$ cat config.mk
export PLATFORM = sky130hd
export DESIGN_NAME = ternary_branch_resolver
export DESIGN_NICKNAME = d
export VERILOG_FILES = /design/src/rtl/ternary_branch_resolver.sv
export SDC_FILE = /design/constraint.sdc
export NUM_CORES = 1
export LEC_CHECK = 0
export ABC_AREA = 1
export BUFFER_PORTS_ARGS = -buffer_cell sky130_fd_sc_hd__buf_4
export CAP_MARGIN = 40
export CORE_MARGIN = 3
export CORE_UTILIZATION = 59
export DETAILED_ROUTE_END_ITERATION = 16
export HOLD_SLACK_MARGIN = 0.1
export PLACE_DENSITY_LB_ADDON = 0.1
export SLEW_MARGIN = 20
export SYNTH_ARGS = -nofsm -noshare
export SYNTH_HDL_FRONTEND = slang
export SYNTH_SLANG_ARGS = --single-unit
export TNS_END_PERCENT = 100
$ cat constraint.sdc
create_clock -name clk -period 4.3 [get_ports clk]
set_clock_uncertainty 0.05 [all_clocks]
set_input_delay 1.075 -clock clk [delete_from_list [all_inputs] [get_ports clk]]
set_output_delay 1.075 -clock clk [all_outputs]
set_load 0.005 [all_outputs]
$ cat src/rtl/ternary_branch_resolver.sv
// ternary_branch_resolver: in-flight branch queue between decode and execute.
// Each decoded branch is queued with its PC, 2-trit offset and prediction.
// Execute resolves the oldest entry. A mispredict clears the queue and sends
// a one-cycle redirect + flush to fetch.
//
// Ports:
//   clk, rst                 clock, synchronous active-high reset
//   dec_valid/pc/offset/     branch pushed from decode (offset is balanced
//   dec_predict_taken        ternary, [1] weight 3, [0] weight 1)
//   dec_ready                queue accepts a push this cycle
//   ex_valid/actual_taken    execute resolves the head entry
//   redirect_valid/pc, flush registered one-cycle redirect to fetch
//   inflight_count           number of queued entries
//   stat_branches/           saturating resolve/mispredict counters,
//   stat_mispredicts         present only when TBR_STATS_EN is defined

package ternary_branch_resolver_pkg;
  typedef logic [1:0] trit_t;
  localparam trit_t T_ZERO    = 2'b00;
  localparam trit_t T_POS_ONE = 2'b01;
  localparam trit_t T_NEG_ONE = 2'b10;
endpackage

module ternary_branch_resolver
  import ternary_branch_resolver_pkg::*;
#(
  parameter int unsigned DEPTH = 4,
  parameter int unsigned PC_W  = 16
) (
  input  logic                         clk,
  input  logic                         rst,
  input  logic                         dec_valid,
  input  logic [PC_W-1:0]              dec_pc,
  input  trit_t [1:0]                  dec_offset,
  input  logic                         dec_predict_taken,
  output logic                         dec_ready,
  input  logic                         ex_valid,
  input  logic                         ex_actual_taken,
  output logic                         redirect_valid,
  output logic [PC_W-1:0]              redirect_pc,
  output logic                         flush,
  output logic [$clog2(DEPTH+1)-1:0]   inflight_count
`ifdef TBR_STATS_EN
  ,
  output logic [15:0]                  stat_branches,
  output logic [15:0]                  stat_mispredicts
`endif
);

  localparam int unsigned PTR_W = $clog2(DEPTH);
  localparam int unsigned CNT_W = $clog2(DEPTH+1);

  typedef struct packed {
    logic [PC_W-1:0] pc;
    trit_t [1:0]     offset;
    logic            predict_taken;
  } entry_t;

  entry_t             entries [DEPTH];
  logic [PTR_W-1:0]   rd_ptr;
  logic [PTR_W-1:0]   wr_ptr;

  logic               empty;
  logic               full;
  logic               push;
  logic               pop;
  logic               mispredict;
  entry_t             head;
  logic signed [3:0]  off_val;
  logic signed [PC_W-1:0] off_ext;
  logic [PC_W-1:0]    taken_tgt;
  logic [PC_W-1:0]    fall_tgt;

  // Illegal encoding (2'b11) decodes as zero.
  function automatic logic signed [3:0] trit_val(input trit_t t);
    case (t)
      T_POS_ONE: trit_val = 4'sd1;
      T_NEG_ONE: trit_val = -4'sd1;
      default:   trit_val = 4'sd0;
    endcase
  endfunction

  // Queue status, handshakes and resolve targets for the head entry.
  always_comb begin
    empty      = (inflight_count == CNT_W'(0));
    full       = (inflight_count == CNT_W'(DEPTH));
    dec_ready  = !full && !flush;
    push       = dec_valid && dec_ready;
    pop        = ex_valid && !empty;
    head       = entries[rd_ptr];
    mispredict = pop && (head.predict_taken != ex_actual_taken);
    off_val    = (trit_val(head.offset[1]) * 4'sd3) + trit_val(head.offset[0]);
    off_ext    = PC_W'(off_val);
    taken_tgt  = head.pc + PC_W'(off_ext);
    fall_tgt   = head.pc + PC_W'(1);
  end

  // Entry storage; stale entries are harmless since pointers gate their use.
  always_ff @(posedge clk) begin
    if (push) begin
      entries[wr_ptr] <= '{pc: dec_pc, offset: dec_offset,
                           predict_taken: dec_predict_taken};
    end
  end

  // Pointers, occupancy and registered redirect.
  always_ff @(posedge clk) begin
    if (rst) begin
      rd_ptr         <= '0;
      wr_ptr         <= '0;
      inflight_count <= '0;
      redirect_valid <= 1'b0;
      flush          <= 1'b0;
      redirect_pc    <= '0;
    end else begin
      redirect_valid <= mispredict;
      flush          <= mispredict;
      if (mispredict) begin
        // Wrong path: everything younger, including a same-cycle push, dies.
        rd_ptr         <= '0;
        wr_ptr         <= '0;
        inflight_count <= '0;
        redirect_pc    <= ex_actual_taken ? taken_tgt : fall_tgt;
      end else begin
        if (push) wr_ptr <= wr_ptr + PTR_W'(1);
        if (pop)  rd_ptr <= rd_ptr + PTR_W'(1);
        case ({push, pop})
          2'b10:   inflight_count <= inflight_count + CNT_W'(1);
          2'b01:   inflight_count <= inflight_count - CNT_W'(1);
          default: inflight_count <= inflight_count;
        endcase
      end
    end
  end

`ifdef TBR_STATS_EN
  // Saturating resolve and mispredict counters.
  always_ff @(posedge clk) begin
    if (rst) begin
      stat_branches    <= '0;
      stat_mispredicts <= '0;
    end else begin
      if (pop && (stat_branches != 16'hFFFF))
        stat_branches <= stat_branches + 16'd1;
      if (mispredict && (stat_mispredicts != 16'hFFFF))
        stat_mispredicts <= stat_mispredicts + 16'd1;
    end
  end
`endif

endmodule

# == After elaboration in Yosys (flattened, before gate mapping) ==
# Memories as Yosys holds them, arrays and structs flattened. A register that Yosys moved wholly into a read port is not among the register bits.
# Cells that the tools add are included.
# classes
addsub,7
n_mul,1
n_eq_ne,8
mux,8
reduce_logical,10
# op_table
op,count
"16-bit by 1-bit adder with 16-bit output, second input constant",1
16-bit adder,1
16-bit two-way mux,1
4-bit one-hot mux with 2 select lines,2
"2-bit by 1-bit == test with 1-bit output, second input constant",3
"2-bit == test, second input constant",3
3-bit one-hot mux with 2 select lines,1
"2-bit by 1-bit adder with 2-bit output, second input constant",2
4-bit adder,1
1-bit logical AND,4
"4-bit by 3-bit multiplier with 4-bit output, second input constant",1
2-bit two-way mux,2
"3-bit by 1-bit adder with 3-bit output, second input constant",1
"3-bit == test, second input constant",1
1-bit zero test,3
3-bit zero test,1
"3-bit by 1-bit subtractor with 3-bit output, second input constant",1
1-bit two-way mux,2
2-bit nonzero test,1
2-bit OR reduction,1
1-bit != test,1
# word_totals
ff_bits,24
ram_bits,84
inputBits,26
out_inout_bits,22
elab_cells,40
mem_count,1
# memory_table
memory,depth,word_bits,read_ports,rd_ports_with_merged_regs,wr,line_no,source
entries,4,21,1,1,1,59,entry_t entries [DEPTH];

# == Longest topological paths before layout ==
# depth
word_depth,6
ltp_mapped,22
mapped_depth_nobuf,21

# == Worst setup path after synthesis ==
# OpenSTA, ideal clock, no wires.
# synth_path
path_kind,flip-flop to flip-flop
startpoint,register with a tool-made name
endpoint,register redirect_pc[13]
setup_time_ns,0.113
arrival_ns,3.174
t_required_ns,4.137
setup_slack_ns,0.962
path_stages_with_launch,21
path_buffers,2
synth_period_minus_slack_ns,3.338
path_cell_list,dfxtp_1 > inv_2 > buf_2 > buf_1 > nor2_1 > o22ai_1 > ha_1 > ha_1 > ha_1 > xor2_1 > or2_2 > a21oi_1 > ha_1 > nor2_1 > inv_1 > nand3b_1 > nand2_1 > nand2_1 > nand3_1 > nand3_1 > nand2_1
# synth_rtl
item,line_no,source
to (signal assigned),123,redirect_pc <= ex_actual_taken ? taken_tgt : fall_tgt;
to (decl),40,"output logic [PC_W-1:0] redirect_pc,"

==> metrics <==
Crit Path Class flop to flop; GP Congestion 0.846; router iterations before antenna repair 5; layout cells sized above 1 0.135; busiest grt layer met2; Period Utilization, post-route 0.850; antenna viol nets, final 0; number of antenna diodes 0; CP max FO 32; final wirelength 10.1 mm; row count 33; Final Hold Fails 0; number of flops mapped to enable cells by yosys 84; share of async-settable or async-resettable flops after synthesis 0; post-synthesis sequential area ratio 0.577; Flop pwr share 0.323; minimum clock period 3.66 ns; post-CTS setup buffer count 0; Clock transition at path regs 0.11 ns; pwr/cell area 750 nW/µm²; die area 10,100 µm²; Crit. End Element flop; Pins Over Slew Limit 0; count leader, synth nand2_1; maximum VDD drop 0.297 mV; synth cell count leaders 152 x nand2_1, 84 x edfxtp_1, 61 x inv_1; Comb power frac 0.545; RR Endpoint redirect_pc[14]; max_slew headroom 0.703; Avg WL per Cell 14.4 µm; num ports 48; share of the synthesized area in the top cell type 0.479; RSZ-0062 raised after global routing false; Skew-Pair Late Insertion Delay 0.36 ns; Synthesis Warnings 0; Die Height 101 µm; nets 653; post-synthesis cell count 547; leading area contributor after synthesis edfxtp_1; Net Switching 1.96 mW; CTS tree done; initial core utilization 0.626; synthesis-to-finish area growth 12.5%; DRC Markers 0; GRT Overall Usage 0.215; # Max-Cap Violations 0; worst path arrival time 3.88 ns; Max clock buf depth 2; Internal Pwr Total 2.48 mW; CP endpoint redirect_pc[14]; mapped cell area 5270 µm²; synth top area cells edfxtp_1 48%, nand2_1 11%, dfxtp_1 9.9%, ha_1 6.4%, inv_1 4.3%; drt initial violations 130; Main synth FF type edfxtp_1; met2 GRT Util 0.356; CP startpoint kind flop; hold crit path type flop to flop; post-CTS sizing 0; M3 GR Usage 0.0408; initial antenna violation count 0; # H-tree levels 3; Num CTS Buffers 9; leakage 2.61 nW; clock sink count 110; Yosys reg bits 110; port bufs 47; status completed; Worst R2R Path Depth 18; final setup vio count 0; worst-margin pin slew 0.444 ns; switching share of power 0.441; setup tns final 0 ns; largest net degree at the start of global routing 33; power consumption 4.44 mW; R2R setup slack 0.64 ns; syn avg cell area 9.63 µm²; hold_buf cts 0; Core Box Area 8420 µm²; grt ovf 0; Net Count, Synth 602; clock network power share 0.132; Die X 101 µm; Post-DP HPWL 7.18 mm; Clk Tree Root Cell clkbuf_8; Netlist cell types 36; number of global-route vias before repair 3,633; Vias per Instance 5.28; fmax 0.274 GHz; met1 GRT Util 0.289; CP Data Required Time 4.52 ns; first-pass GRT wire length 16.9 mm; DR vias 3,732
sequential cells by signal, indices dropped and copies added, names as in the netlist, named ones only:
| name | count |
|---|---|
| entries | 84 |
| flush | 1 |
| inflight_count | 3 |
| rd_ptr | 2 |
| redirect_pc | 16 |
| wr_ptr | 2 |
worst min-delay path by stage:
stage,from,end,slack [ns],cells after the start
floorplan,redirect_pc[5],redirect_pc[5],0.39,2
global placement,redirect_pc[7],redirect_pc[7],0.38,2
detailed placement,redirect_pc[7],redirect_pc[7],0.38,2
CTS,redirect_pc[6],redirect_pc[6],0.40,2
global route,redirect_pc[14],redirect_pc[14],0.43,2
finish,redirect_pc[6],redirect_pc[6],0.40,2
logic make-up after synthesis:
kind of cell | share of synthesized area
compound gates | 0.0724
xor+xnor | 0.0183
fa+ha+maj | 0.0717
buf+inv | 0.0610
flops | 0.577
simple gates | 0.199
critical path, cell delays in order (launching register included):
cell     delay, ns
dfxtp_1       0.59
buf_4         0.37
o21ai_0       0.14
o22ai_1       0.21
ha_1          0.23
ha_1          0.25
ha_1          0.21
xor2_1        0.15
or2_2         0.27
a21oi_1       0.12
ha_1          0.27
nand2_1       0.10
nor2_1        0.05
nand2_1       0.06
nand3_1       0.14
nand2_1       0.12
nand3_1       0.08
nand3_1       0.09
nand2_1       0.05
power groups by stage:
stage / Clock (mW) / Sequential [mW] / Combinational [mW]
after floorplan: 0 / 1.45 / 1.81
after global placement: 0 / 1.45 / 2.36
after detailed placement: 0 / 1.46 / 2.41
after CTS: 0.605 / 1.44 / 2.43
after global routing: 0.647 / 1.45 / 2.81
final: 0.589 / 1.43 / 2.42
cells in the final DEF (no fill, tap or decap), types with 2 or more instances in the layout:
cell / instances
nand2_1: 152
edfxtp_1: 84
inv_1: 61
nor2_1: 56
buf_4: 55
o21ai_0: 31
ha_1: 27
dfxtp_1: 26
nand3_1: 22
o22ai_1: 15
a21oi_1: 15
clkbuf_8: 9
xor2_1: 8
a32oi_1: 3
xnor2_1: 3
or2_2: 3
and2_1: 3
nand3b_1: 3
nand4_1: 3
inv_2: 2
nand3_2: 2
nor3b_1: 2
fa_1: 2
clkinv_4: 2
inv_6: 2
clkinv_8: 2
per-layer routing:
metal  vias up  wire length (µm)
met5         -                 0
met3        14               504
met1      1714              4650
met2        87              4810
met4         0               189
li1       1917                 -
stage by stage:
stage          std cells  hold WS, ns  utilization  setup WS, ns  cell area (µm²)
2_1_floorplan        547        0.391            -         0.962             5270
3_3_place_gp         692        0.379        0.681         0.755             5740
3_5_place_dp         692        0.384        0.681         0.670             5740
4_1_cts              707        0.404        0.704         0.649             5930
5_1_grt              707        0.426        0.704         0.249             5930
6_report             707        0.399        0.704         0.644             5930
final cells by class:
cell class / count / area (µm²)
Sequential cell: 110 / 3040
Tap cell: 105 / 131
Multi-Input combinational cell: 358 / 1910
Fill cell: 666 / 2500
Timing Repair Buffer: 55 / 413
Inverter: 64 / 243
Clock inverter: 6 / 67.6
Clock buffer: 9 / 124
Note: power is estimated with default switching activity, not from simulation.
